### config.mk
export PLATFORM = sky130hd
export DESIGN_NAME = mem_port_arbiter
export DESIGN_NICKNAME = d
export VERILOG_FILES = /design/src/rtl/mem_port_arbiter_pkg.sv /design/src/rtl/mux16b2.sv /design/src/rtl/mem_port_arbiter.sv
export SDC_FILE = /design/constraint.sdc
export NUM_CORES = 1
export LEC_CHECK = 0
export CELL_PAD_IN_SITES_DETAIL_PLACEMENT = 0
export CELL_PAD_IN_SITES_GLOBAL_PLACEMENT = 1
export CORE_ASPECT_RATIO = 1.25
export CORE_MARGIN = 2
export CORE_UTILIZATION = 22
export CTS_CLUSTER_DIAMETER = 200
export CTS_CLUSTER_SIZE = 8
export DETAILED_ROUTE_END_ITERATION = 6
export PLACE_DENSITY = 0.79
export SLEW_MARGIN = 10
export SYNTH_ARGS = -nofsm -noshare
export SYNTH_HDL_FRONTEND = slang
export SYNTH_SLANG_ARGS = --single-unit
### constraint.sdc
create_clock -name clk -period 1.9 [get_ports clk]
set_clock_uncertainty 0.15 [all_clocks]
set_input_delay 0.475 -clock clk [delete_from_list [all_inputs] [get_ports clk]]
set_output_delay 0.475 -clock clk [all_outputs]
set_load 0.01 [all_outputs]
### src/rtl/mem_port_arbiter_pkg.sv
// Shared definitions for the two-requester memory port arbiter.
// Holds the FSM encoding, the data width and the default access latency.
package mem_port_arbiter_pkg;

  localparam int DATA_W      = 16;
  localparam int MEM_LAT_DEF = 2;

  typedef enum logic [1:0] {
    IDLE   = 2'd0,
    ACCESS = 2'd1,
    DONE   = 2'd2
  } state_t;

endpackage

### src/rtl/mux16b2.sv
// 16-bit two-input multiplexer: y follows a when set is low, b when set is high.
module mux16b2 (
  input  logic [15:0] a,
  input  logic [15:0] b,
  input  logic        set,
  output logic [15:0] y
);

  assign y = set ? b : a;

endmodule

### src/rtl/mem_port_arbiter.sv
// Round-robin owner of the single memory port shared by fetch (0) and LSU (1).
// Grants one fixed-latency access at a time and returns read data with a done pulse.
module mem_port_arbiter
  import mem_port_arbiter_pkg::*;
#(
  parameter int MEM_LAT = MEM_LAT_DEF,
  parameter int CNT_W   = 4
) (
  input  logic              clk,
  input  logic              rst_n,
  input  logic              req0,
  input  logic              we0,
  input  logic [DATA_W-1:0] addr0,
  input  logic [DATA_W-1:0] wdata0,
  input  logic              req1,
  input  logic              we1,
  input  logic [DATA_W-1:0] addr1,
  input  logic [DATA_W-1:0] wdata1,
  output logic              gnt0,
  output logic              gnt1,
  output logic              done0,
  output logic              done1,
  output logic [DATA_W-1:0] rdata,
  output logic              mem_en,
  output logic              mem_we,
  output logic [DATA_W-1:0] mem_addr,
  output logic [DATA_W-1:0] mem_wdata,
  input  logic [DATA_W-1:0] mem_rdata,
  output logic              sel
);

  state_t           state, state_n;
  logic             last;
  logic [CNT_W-1:0] cnt;
  logic             any_req;
  logic             winner;
  logic             we_sel;

  // On a tie the requester that did not win last time goes next.
  assign any_req = req0 | req1;
  assign winner  = (req0 & req1) ? ~last : req1;
  assign we_sel  = sel ? we1 : we0;

  // NOTE: every output of a combinational block gets a default before the case so no latch is inferred.
  always_comb begin
    state_n = state;
    case (state)
      IDLE:    if (any_req) state_n = ACCESS;
      ACCESS:  if (cnt == '0) state_n = DONE;
      DONE:    state_n = IDLE;
      default: state_n = IDLE;
    endcase
  end

  // NOTE: sequential state uses non-blocking assignments so every register samples pre-edge values.
  always_ff @(posedge clk or negedge rst_n) begin
    if (!rst_n) state <= IDLE;
    else        state <= state_n;
  end

  always_ff @(posedge clk or negedge rst_n) begin
    if (!rst_n) begin
      sel   <= 1'b0;
      last  <= 1'b1;
      cnt   <= '0;
      gnt0  <= 1'b0;
      gnt1  <= 1'b0;
      done0 <= 1'b0;
      done1 <= 1'b0;
      rdata <= '0;
    end else begin
      gnt0  <= 1'b0;
      gnt1  <= 1'b0;
      done0 <= 1'b0;
      done1 <= 1'b0;
      case (state)
        IDLE: begin
          if (any_req) begin
            sel  <= winner;
            last <= winner;
            gnt0 <= ~winner;
            gnt1 <= winner;
            cnt  <= CNT_W'(MEM_LAT - 1);
          end
        end
        ACCESS: begin
          if (cnt != '0) begin
            cnt <= cnt - CNT_W'(1);
          end else begin
            // A write completes without disturbing the last read result.
            if (!we_sel) rdata <= mem_rdata;
            done0 <= ~sel;
            done1 <= sel;
          end
        end
        default: ;
      endcase
    end
  end

  assign mem_en = (state == ACCESS);
  assign mem_we = mem_en & we_sel;

  mux16b2 u_addr_mux (
    .a   (addr0),
    .b   (addr1),
    .set (sel),
    .y   (mem_addr)
  );

  mux16b2 u_wdata_mux (
    .a   (wdata0),
    .b   (wdata1),
    .set (sel),
    .y   (mem_wdata)
  );

endmodule

==> impl_metrics.json <==
{
  "setup_viol": 49,
  "layout_worst_path_cycle_share_pct": 111,
  "cts-root-buf": "clkbuf_8",
  "synth.ff_latch_count": 28,
  "path_class": "flop to output port",
  "total_power_w": 0.00461,
  "clock_latency_ns": 0.27,
  "dpl_worst_slack_ns": -0.441,
  "fillers": 630,
  "io_pins": 141,
  "cp-end-kind": "output port",
  "synth.area.top_cells": "dfrtp_1 43%, mux2_2 28%, mux2_4 9.6%, dfstp_2 1.7%, buf_6 1.4%",
  "fin_cells": 365,
  "dr.pass1.iters": 4,
  "tightestPinTransition_ns": 0.365,
  "synth_cell_types": 26,
  "die_h_um": 98.2,
  "cp.arrival_ns": 1.47,
  "final_layout_size_suffix_gt1_share_pct": 42.0,
  "tns_ns": -5.60,
  "maxSlewViolCount": 0,
  "cts.hold.buffers_added": 0,
  "drt_iter0_drc": 16,
  "start_util_pct": 22.5,
  "timing_hold_violations_final": 0,
  "dp.cells": 350,
  "synth-seq-area-share_pct": 44.9,
  "syn2layout_area_growth_pct": 124,
  "cts_made_buffers": 3,
  "synth.cell_area_mm2": 0.00156,
  "layout_min_cycle_time_ns": 2.10,
  "stdcell_area_mm2": 0.00350,
  "grt_max_degree": 29,
  "synth_top_cell_area_share_pct": 43.2,
  "die_area_mm2": 0.00780,
  "dr_total_vias": 1577,
  "final_nets": 362,
  "row_count": 34,
  "synth_top_cell_by_area": "dfrtp_1",
  "clkSlewWorstSetupHoldPaths_ns": 0.10,
  "power_density_mw_per_mm2": 1310,
  "worstSetupStartpointType": "flop",
  "dpl_cell_area_mm2": 0.00313,
  "cp_max_fo": 5,
  "syn_nets": 202,
  "clock_sinks": 28,
  "leakage_nw": 1.61,
  "drc": 0,
  "grt_overflow": 0,
  "die-width_um": 79.4,
  "design.core.area_mm2": 0.00693,
  "cts_buffer_depth": 2,
  "drt-total-wl_um": 5650,
  "grt_usage_pct": 14.3,
  "ys.warnings.count": 0,
  "wl_per_cell_um": 15.5,
  "antenna_found_initial": 1,
  "drv_cap": 0,
  "grt_pass1_wl_um": 8690,
  "synth_cells": 115,
  "ir_worst_vdd_v": 0.000730,
  "vias_per_cell": 4.32,
  "violations": "negative setup slack",
  "htreeDepth": 1,
  "cts_tree": "built",
  "rsz0062_at_grt": "yes",
  "io_buffers": 140,
  "first_global_vias": 1774,
  "postRouteAntennaNets": 0,
  "place_hpwl_um": 4230,
  "status": "finished, violations left",
  "maxSlewHeadroom_pct": 75.6,
  "hp-class": "flop to flop",
  "max_freq_mhz": 476,
  "worstPathRequired_ns": 1.27,
  "synth_area_per_cell_um2": 13.6,
  "gp_congestion": 0.773,
  "fin_ws_ns": -0.200
}
## cell families after synthesis
logic type | Yosys count | synth area share (%)
mux | 52 | 40.4
flops | 28 | 44.9
simple gates | 17 | 7.21
compound gates | 9 | 3.52
buf+inv | 8 | 3.12
fa+ha+maj | 1 | 0.801
## critical path, cell delays in order (launching register included)
cell	delay [ns]
dfrtp_2	0.49
buf_12	0.17
buf_8	0.12
mux2_4	0.30
buf_6	0.12
## registers in the layout (all words and copies together) (netlist names)
| signal | count |
|---|---|
| done1 | 1 |
| cnt | 4 |
| gnt0 | 1 |
| rdata | 16 |
| state | 2 |
| sel | 1 |
| gnt1 | 1 |
| done0 | 1 |
| last | 1 |
## metrics by stage
step | util (%) | hold slack, ns
3_5_place_dp | 45.1 | 0.342
3_3_place_gp | 45.1 | 0.338
2_1_floorplan | - | 0.0294
4_1_cts | 50.3 | 0.366
6_report | 50.5 | 0.366
5_1_grt | 50.5 | 0.394
## layout by cell type, fill, tap and decap left out, types with 2 or more instances in the layout
cell type,instances
inv_1,2
mux2_2,11
buf_6,37
nor3_1,2
clkdlybuf4s50_1,105
a21o_1,2
buf_12,3
and3_1,2
o21ai_0,4
mux2i_1,2
buf_4,7
nand2_1,2
buf_8,3
dlygate4sd2_1,2
dfrtp_1,26
nand3_1,2
mux2_4,38
nor2_1,4
clkbuf_8,4
## path summary, 6_finish.rpt
kind	end	from	cells past startpoint	slack (ns)
worst max-delay path	mem_wdata[9]	sel	4	-0.20
worst min-delay path	rdata[1]	rdata[1]	1	0.37
worst max register to register	rdata[7]	sel	7	-0.07
worst min register to register	rdata[1]	rdata[1]	1	0.37
max in group asynchronous	last	rst_n	2	0.87
min in group asynchronous	rdata[7]	rst_n	2	0.42
## synth_stat cells
library cell,count
or3b_2,1
o22ai_1,1
inv_2,1
mux2i_4,1
a21o_1,2
dfstp_2,1
nand3_1,2
and3_1,2
dfrtp_1,27
inv_1,2
o221ai_1,1
nor3_1,2
buf_6,2
mux2_2,39
nand2b_1,1
nor2_1,4
ha_1,1
or2_2,1
mux2_4,10
o21ai_0,4
a21oi_1,1
nor3b_4,1
nand2_1,2
nand3_4,1
mux2i_1,2
buf_2,3
## per-layer routing
| layer | wire length, µm | share of wire [%] | global-route usage (%) |
|---|---|---|---|
| met1 | 1900 | 34 | 14.4 |
| met2 | 2790 | 49 | 26.5 |
| met3 | 911 | 16 | 6.84 |
| met4 | 49 | 0.87 | 3.18 |
| met5 | 0 | 0 | 0 |
## layout make-up
| type | instances | area, µm² | share of cell area, % |
|---|---|---|---|
| diodes | 1 | 2.50 | 0.0714 |
| clock buffers | 4 | 55.1 | 1.57 |
| inverters | 3 | 11.3 | 0.321 |
| multi-input cells | 79 | 920 | 26.2 |
| flip-flops and latches | 28 | 703 | 20.1 |
| well taps | 90 | 113 | 3.21 |
| repair buffers | 160 | 1700 | 48.5 |
## where the power goes
part / switching (W) / total [W] / leakage [nW] / internal [W]
combinational: 0.00113 / 0.00317 / 1.24 / 0.00204
clock: 0.000186 / 0.000372 / 0.0288 / 0.000186
sequential: 0.000185 / 0.00107 / 0.344 / 0.000881
## what timing repair did
action                                  in CTS  in global routing
pin swaps                                    1                  1
resized for setup                          212                  6
endpoints found under the setup margin      51                 50
setup buffers                                7                  1
hold endpoints to repair                     0                  0
gates cloned                                 3                  0
Power figures use the tool's default switching activity.
